`config.mk`:
```
export PLATFORM = sky130hd
export DESIGN_NAME = or3_vector_sequencer
export DESIGN_NICKNAME = d
export VERILOG_FILES = /design/src/rtl/or3_vector_sequencer.sv
export SDC_FILE = /design/constraint.sdc
export NUM_CORES = 1
export LEC_CHECK = 0
export BUFFER_PORTS_ARGS = -buffer_cell sky130_fd_sc_hd__buf_4
export CAP_MARGIN = 40
export CORE_MARGIN = 8
export CORE_UTILIZATION = 56
export CTS_CLUSTER_SIZE = 20
export DETAILED_ROUTE_END_ITERATION = 8
export PLACE_DENSITY = 0.81
export SYNTH_ARGS = -nofsm -noshare
export SYNTH_HDL_FRONTEND = slang
export SYNTH_SLANG_ARGS = --single-unit
```
`constraint.sdc`:
```
create_clock -name clk -period 3.1 [get_ports clk]
set_input_delay 0.31 -clock clk [delete_from_list [all_inputs] [get_ports clk]]
set_output_delay 0.31 -clock clk [all_outputs]
set_load 0.005 [all_outputs]
```
`src/rtl/or3_vector_sequencer.sv`:
```
// ---------------------------------------------------------------------------
// or3_vector_sequencer
//
// Exhaustive stimulus generator and checker wrapped around a 3-input OR cell.
// On start it walks {a,b,c} through 000..111 (a is the MSB). Each vector is
// held for HOLD_CYCLES clocks, y is sampled on the last edge of the hold, and
// mismatches against a|b|c are counted. A one-cycle done pulse and a pass
// flag report the result.
//
// Ports
//   clk        system clock, rising-edge active
//   rst_n      asynchronous active-low reset
//   start      run request, accepted only while idle
//   y          OR cell output under test
//   a, b, c    OR cell inputs (a = vector MSB, c = LSB)
//   vec_idx    index of the vector being driven
//   busy       high from start acceptance until the final sample
//   done       one-cycle completion pulse
//   pass       1 when the last run had no mismatches; held until next start
//   err_count  mismatching samples in the current or last run (0..8)
//
// State | Meaning
// IDLE  | waiting for start; last result held on pass/err_count
// DRIVE | driving vec_idx onto a/b/c, counting hold cycles, sampling y
// DONE  | single cycle with done high, then back to IDLE
// ---------------------------------------------------------------------------
module or3_vector_sequencer #(
    parameter int unsigned HOLD_CYCLES = 2
) (
    input  logic       clk,
    input  logic       rst_n,
    input  logic       start,
    input  logic       y,
    output logic       a,
    output logic       b,
    output logic       c,
    output logic [2:0] vec_idx,
    output logic       busy,
    output logic       done,
    output logic       pass,
    output logic [3:0] err_count
);

    typedef enum logic [1:0] {
        IDLE  = 2'd0,
        DRIVE = 2'd1,
        DONE  = 2'd2
    } state_t;

    localparam logic [3:0] HOLD_LAST = 4'(HOLD_CYCLES - 1);

    state_t     state;
    logic [3:0] hold_cnt;
    logic       mismatch;
    logic [3:0] err_next;
    logic [2:0] vec_next;

    // Case equality so an X on y is scored as a mismatch in simulation.
    assign mismatch = !(y === (a | b | c));
    assign err_next = err_count + {3'b000, mismatch};
    assign vec_next = vec_idx + 3'd1;

    always_ff @(posedge clk or negedge rst_n) begin
        if (!rst_n) begin
            state     <= IDLE;
            a         <= 1'b0;
            b         <= 1'b0;
            c         <= 1'b0;
            vec_idx   <= 3'd0;
            hold_cnt  <= 4'd0;
            busy      <= 1'b0;
            done      <= 1'b0;
            pass      <= 1'b0;
            err_count <= 4'd0;
        end else begin
            case (state)
                IDLE: begin
                    if (start) begin
                        state       <= DRIVE;
                        vec_idx     <= 3'd0;
                        {a, b, c}   <= 3'b000;
                        hold_cnt    <= 4'd0;
                        busy        <= 1'b1;
                        err_count   <= 4'd0;
                        pass        <= 1'b0;
                    end
                end

                DRIVE: begin
                    if (hold_cnt == HOLD_LAST) begin
                        err_count <= err_next;
                        hold_cnt  <= 4'd0;
                        if (vec_idx == 3'd7) begin
                            // pass uses err_next so the final sample is included.
                            state     <= DONE;
                            busy      <= 1'b0;
                            done      <= 1'b1;
                            pass      <= (err_next == 4'd0);
                            vec_idx   <= 3'd0;
                            {a, b, c} <= 3'b000;
                        end else begin
                            vec_idx   <= vec_next;
                            {a, b, c} <= vec_next;
                        end
                    end else begin
                        hold_cnt <= hold_cnt + 4'd1;
                    end
                end

                DONE: begin
                    state <= IDLE;
                    done  <= 1'b0;
                end

                default: begin
                    state <= IDLE;
                    busy  <= 1'b0;
                    done  <= 1'b0;
                end
            endcase
        end
    end

endmodule

```
==> summary.txt <==
Outcome
  • Result of the run: finished, final reports clean

Route
  • Wire length on met1: 828 um
  • Met2 Routed Length: 838 um
  • Highest metal used: met4
  • Met3 Routed Length: 88 um
  • Post-route DRC violation count: 0
  • Final WL: 1767 um
  • Via/cell ratio: 5.555
  • Routed wire per std cell: 16.06 um
  • Via count: 611
  • First-pass DRT Iterations: 7
  • Antenna Violating Nets Remaining: 0
  • Number of DRC markers after the initial detailed-route iteration: 7

Logic synthesis
  • Fraction of synthesized cell area taken by the top area cell type: 46.58%
  • Cell type with the highest aggregate area in the netlist: sky130_fd_sc_hd__dfrtp_1
  • Top cells by area, synth: sky130_fd_sc_hd__dfrtp_1 (47%), sky130_fd_sc_hd__a22o_2 (5.8%), sky130_fd_sc_hd__ha_1 (5.8%)
  • Distinct cell type count after synthesis: 31
  • Average footprint of a synthesized cell: 11.16 um2
  • Number of nets in the synthesized netlist: 85
  • Register bit count reported by yosys: 16
  • Fraction of the yosys area taken by sequential cells: 46.58%
  • Synthesized instance count: 77
  • Cell area after synthesis: 859.6 um2
  • Yosys warnings: 0

Global route
  • Vias in the first global route: 620
  • Largest net degree at the start of global routing: 17
  • Antenna violations before repair: 0
  • Total overflow reported by the global router: 0
  • Wire length of the first global-routing pass: 2829 um
  • GR Util All Layers: 12.26%

Placement
  • Count of buffers inserted at the top-level ports: 16
  • RePlAce Congestion: 0.7261
  • Detailed placer's ending HPWL: 1302 um

Pwr
  • PD cells: 1013 nW/um2
  • Max IR drop VDD: 0.0006220 V
  • Leakage component of the power: 0.4929 nW

Setup path
  • R2R cell count: 6
  • Critical Path End Type: flip-flop
  • Kind of start point of the critical path: flip-flop
  • Start of the worst register-to-register path: vec_idx[0]
  • Reg2reg setup slack: 0.83 ns
  • Destination of the worst register-to-register timing path: pass
  • Required time worst endpoint: 3.29 ns
  • Largest fanout of any net on the critical path: 6
  • Data arrival time of the critical path: 2.47 ns
  • Startpoint-to-endpoint class of the critical path: flip-flop to flip-flop

Floorplan
  • Initial standard-cell utilization of the core: 58.42%
  • Row count: 14
  • Core region area: 1471 um2
  • Number of placed I/O pins: 17
  • Die outline area: 3045 um2
  • Die Y: 55.18 um
  • Floorplan die width: 55.18 um

STA
  • Actual transition at the worst max-transition pin: 0.6666 ns
  • Worst slew slack as a fraction of its limit: 55.47%
  • Count of final max-slew check failures: 0
  • Max Clk Rate: 0.4405 GHz
  • Post-route setup TNS: 0 ns
  • Number of failing hold endpoints at the final stage: 0
  • Post-layout min period: 2.270 ns
  • Worst clock skew on the final layout: 0.003813 ns
  • Tcrit/Tclk final: 73.23%
  • Final setup viols: 0
  • Hold slack final: 0.4111 ns
  • Unrepaired setup endpoints after global routing: false

Clocking
  • Largest buffer count on any clock path: 2
  • Clk Tree Root Cell: sky130_fd_sc_hd__clkbuf_4
  • CTS tree: built
  • Worst-Skew Late Latency: 0.29 ns
  • Inserted Clock Buffers: 3
  • Clock input transition at the sequential cells of the worst setup and hold paths: 0.10 ns
  • Number of gates resized after CTS: 0
  • Number of levels the H-tree was split into: 1
  • Clk sinks: 16

Finish
  • Area delta synth->final: 18.19%
  • Fraction of final layout cells with drive strength greater than 1: 32.98%
  • Final Net Count: 103
  • Filler Cell Count: 111
  • Total inserted antenna cells: 0

Flow run
  • Max-cap violation count: 0

Min path
  • Type of the worst min-delay path: primary input to asynchronous set/reset pin
-- Yosys cell counts --
cell,count
sky130_fd_sc_hd__dfrtp_1,16
sky130_fd_sc_hd__or3_1,1
sky130_fd_sc_hd__nor3_1,2
sky130_fd_sc_hd__o21ai_1,3
sky130_fd_sc_hd__xnor2_1,2
sky130_fd_sc_hd__o21ai_0,1
sky130_fd_sc_hd__nand3_1,2
sky130_fd_sc_hd__a21oi_1,1
sky130_fd_sc_hd__nor2b_1,1
sky130_fd_sc_hd__or4_1,1
sky130_fd_sc_hd__a21o_1,2
sky130_fd_sc_hd__o41ai_2,1
sky130_fd_sc_hd__a22o_1,2
sky130_fd_sc_hd__nand2_1,7
sky130_fd_sc_hd__nor4b_4,1
sky130_fd_sc_hd__inv_2,1
sky130_fd_sc_hd__buf_4,4
sky130_fd_sc_hd__nor2_1,4
sky130_fd_sc_hd__o22ai_1,2
sky130_fd_sc_hd__o211ai_1,1
sky130_fd_sc_hd__o21bai_4,1
sky130_fd_sc_hd__o21bai_1,1
sky130_fd_sc_hd__a31oi_1,2
sky130_fd_sc_hd__nand4_1,1
sky130_fd_sc_hd__xor2_1,3
sky130_fd_sc_hd__a22o_2,5
sky130_fd_sc_hd__inv_1,2
sky130_fd_sc_hd__nand2b_4,1
sky130_fd_sc_hd__and2b_2,1
sky130_fd_sc_hd__a211oi_1,1
sky130_fd_sc_hd__ha_1,4
-- logic make-up after synthesis --
kind of cell               share of synthesized area, %
AOI/OAI and AO/OA                                 22.12
and+or+nand+nor                                   15.58
DFF                                               46.58
buffers and inverters                             4.804
xor gates and xnor gates                          5.096
adders and majority gates                         5.823
-- registers in the layout, indices dropped and copies added, names as in the netlist --
register / flops
vec_idx: 2
done: 1
state: 2
a: 1
busy: 1
pass: 1
err_count: 4
hold_cnt: 4
-- layer usage --
| metal | track usage (%) | vias up |
|---|---|---|
| li1 | - | 315 |
| met1 | 16.17 | 281 |
| met2 | 20.15 | 13 |
| met3 | 2.674 | 2 |
| met4 | 2.400 | 0 |
| met5 | 0 | - |
-- power breakdown --
part	internal (mW)	switching, mW	leakage (nW)
combinational	0.275	0.211	0.272
clock	0.0715	0.0699	0.0210
sequential	0.291	0.111	0.200
total	0.637	0.392	0.493
-- cells in the final DEF (no fill, tap or decap) --
cell                            synthesis  layout
sky130_fd_sc_hd__a22o_1                 2       2
sky130_fd_sc_hd__nand2b_4               1       1
sky130_fd_sc_hd__a211oi_1               1       1
sky130_fd_sc_hd__o41ai_2                1       1
sky130_fd_sc_hd__nor2b_1                1       1
sky130_fd_sc_hd__and2b_2                1       1
sky130_fd_sc_hd__clkbuf_4               0       3
sky130_fd_sc_hd__nand3_1                2       2
sky130_fd_sc_hd__inv_2                  1       1
sky130_fd_sc_hd__o21bai_1               1       1
sky130_fd_sc_hd__xor2_1                 3       3
sky130_fd_sc_hd__nand2_1                7       7
sky130_fd_sc_hd__a31oi_1                2       2
sky130_fd_sc_hd__inv_1                  2       2
sky130_fd_sc_hd__o21bai_4               1       1
sky130_fd_sc_hd__nor3_1                 2       2
sky130_fd_sc_hd__clkbuf_8               0       1
sky130_fd_sc_hd__or4_1                  1       1
sky130_fd_sc_hd__a21o_1                 2       2
sky130_fd_sc_hd__a21oi_1                1       1
sky130_fd_sc_hd__buf_4                  4      16
sky130_fd_sc_hd__xnor2_1                2       2
sky130_fd_sc_hd__o21ai_1                3       3
sky130_fd_sc_hd__a22o_2                 5       5
sky130_fd_sc_hd__o21ai_0                1       1
sky130_fd_sc_hd__nor4b_4                1       1
sky130_fd_sc_hd__nand4_1                1       1
sky130_fd_sc_hd__dfrtp_1               16      16
sky130_fd_sc_hd__ha_1                   4       4
sky130_fd_sc_hd__o211ai_1               1       1
sky130_fd_sc_hd__or3_1                  1       1
sky130_fd_sc_hd__dlygate4sd3_1          0       1
sky130_fd_sc_hd__nor2_1                 4       4
sky130_fd_sc_hd__o22ai_1                2       2
-- through the flow --
stage | utilization [%] | total power, mW | area [um2] | setup slack, ns | std cells
final | 69.05 | 1.029 | 1016 | 0.8297 | 110
after global routing | 69.05 | 1.104 | 1016 | 0.7463 | 110
after CTS | 69.05 | 1.035 | 1016 | 0.8088 | 110
after detailed placement | 65.90 | 0.8921 | 969.7 | 0.8284 | 105
after global placement | 65.90 | 0.8739 | 969.7 | 0.9624 | 105
after floorplan | - | 0.7201 | 859.6 | 1.002 | 77
-- worst max-delay path, cell delays in order (launching register included) --
cell and delay, ns:
sky130_fd_sc_hd__dfrtp_1 0.44, sky130_fd_sc_hd__nor3_1 0.29, sky130_fd_sc_hd__xnor2_1 0.16, sky130_fd_sc_hd__ha_1 0.21, sky130_fd_sc_hd__ha_1 0.26, sky130_fd_sc_hd__or4_1 0.55
sky130_fd_sc_hd__o41ai_2 0.27
-- what timing repair did --
item,in CTS,in global routing
hold buffers,1,0
buffers inserted,0,0
endpoints found under the hold margin,16,0
setup endpoints to repair,0,0
-- layout make-up --
type                    instances  area [um2]  share of cell area (%)
inverters                       3       11.26                   1.108
repair buffers                 17       130.1                   12.81
multi-input cells              54       417.9                   41.13
clock buffers                   4       36.28                   3.571
flip-flops and latches         16       400.4                   39.41
well taps                      16       20.02                   1.970
-- worst max path at each step --
| stage | to | start | slack [ns] |
|---|---|---|---|
| 2_1_floorplan | pass | vec_idx[0] | 1.00 |
| 3_3_place_gp | pass | vec_idx[0] | 0.96 |
| 3_5_place_dp | pass | vec_idx[0] | 0.83 |
| 4_1_cts | pass | vec_idx[0] | 0.81 |
| 5_1_grt | pass | vec_idx[0] | 0.75 |
| 6_report | pass | vec_idx[0] | 0.83 |
Note: power is estimated with default switching activity, not from simulation.
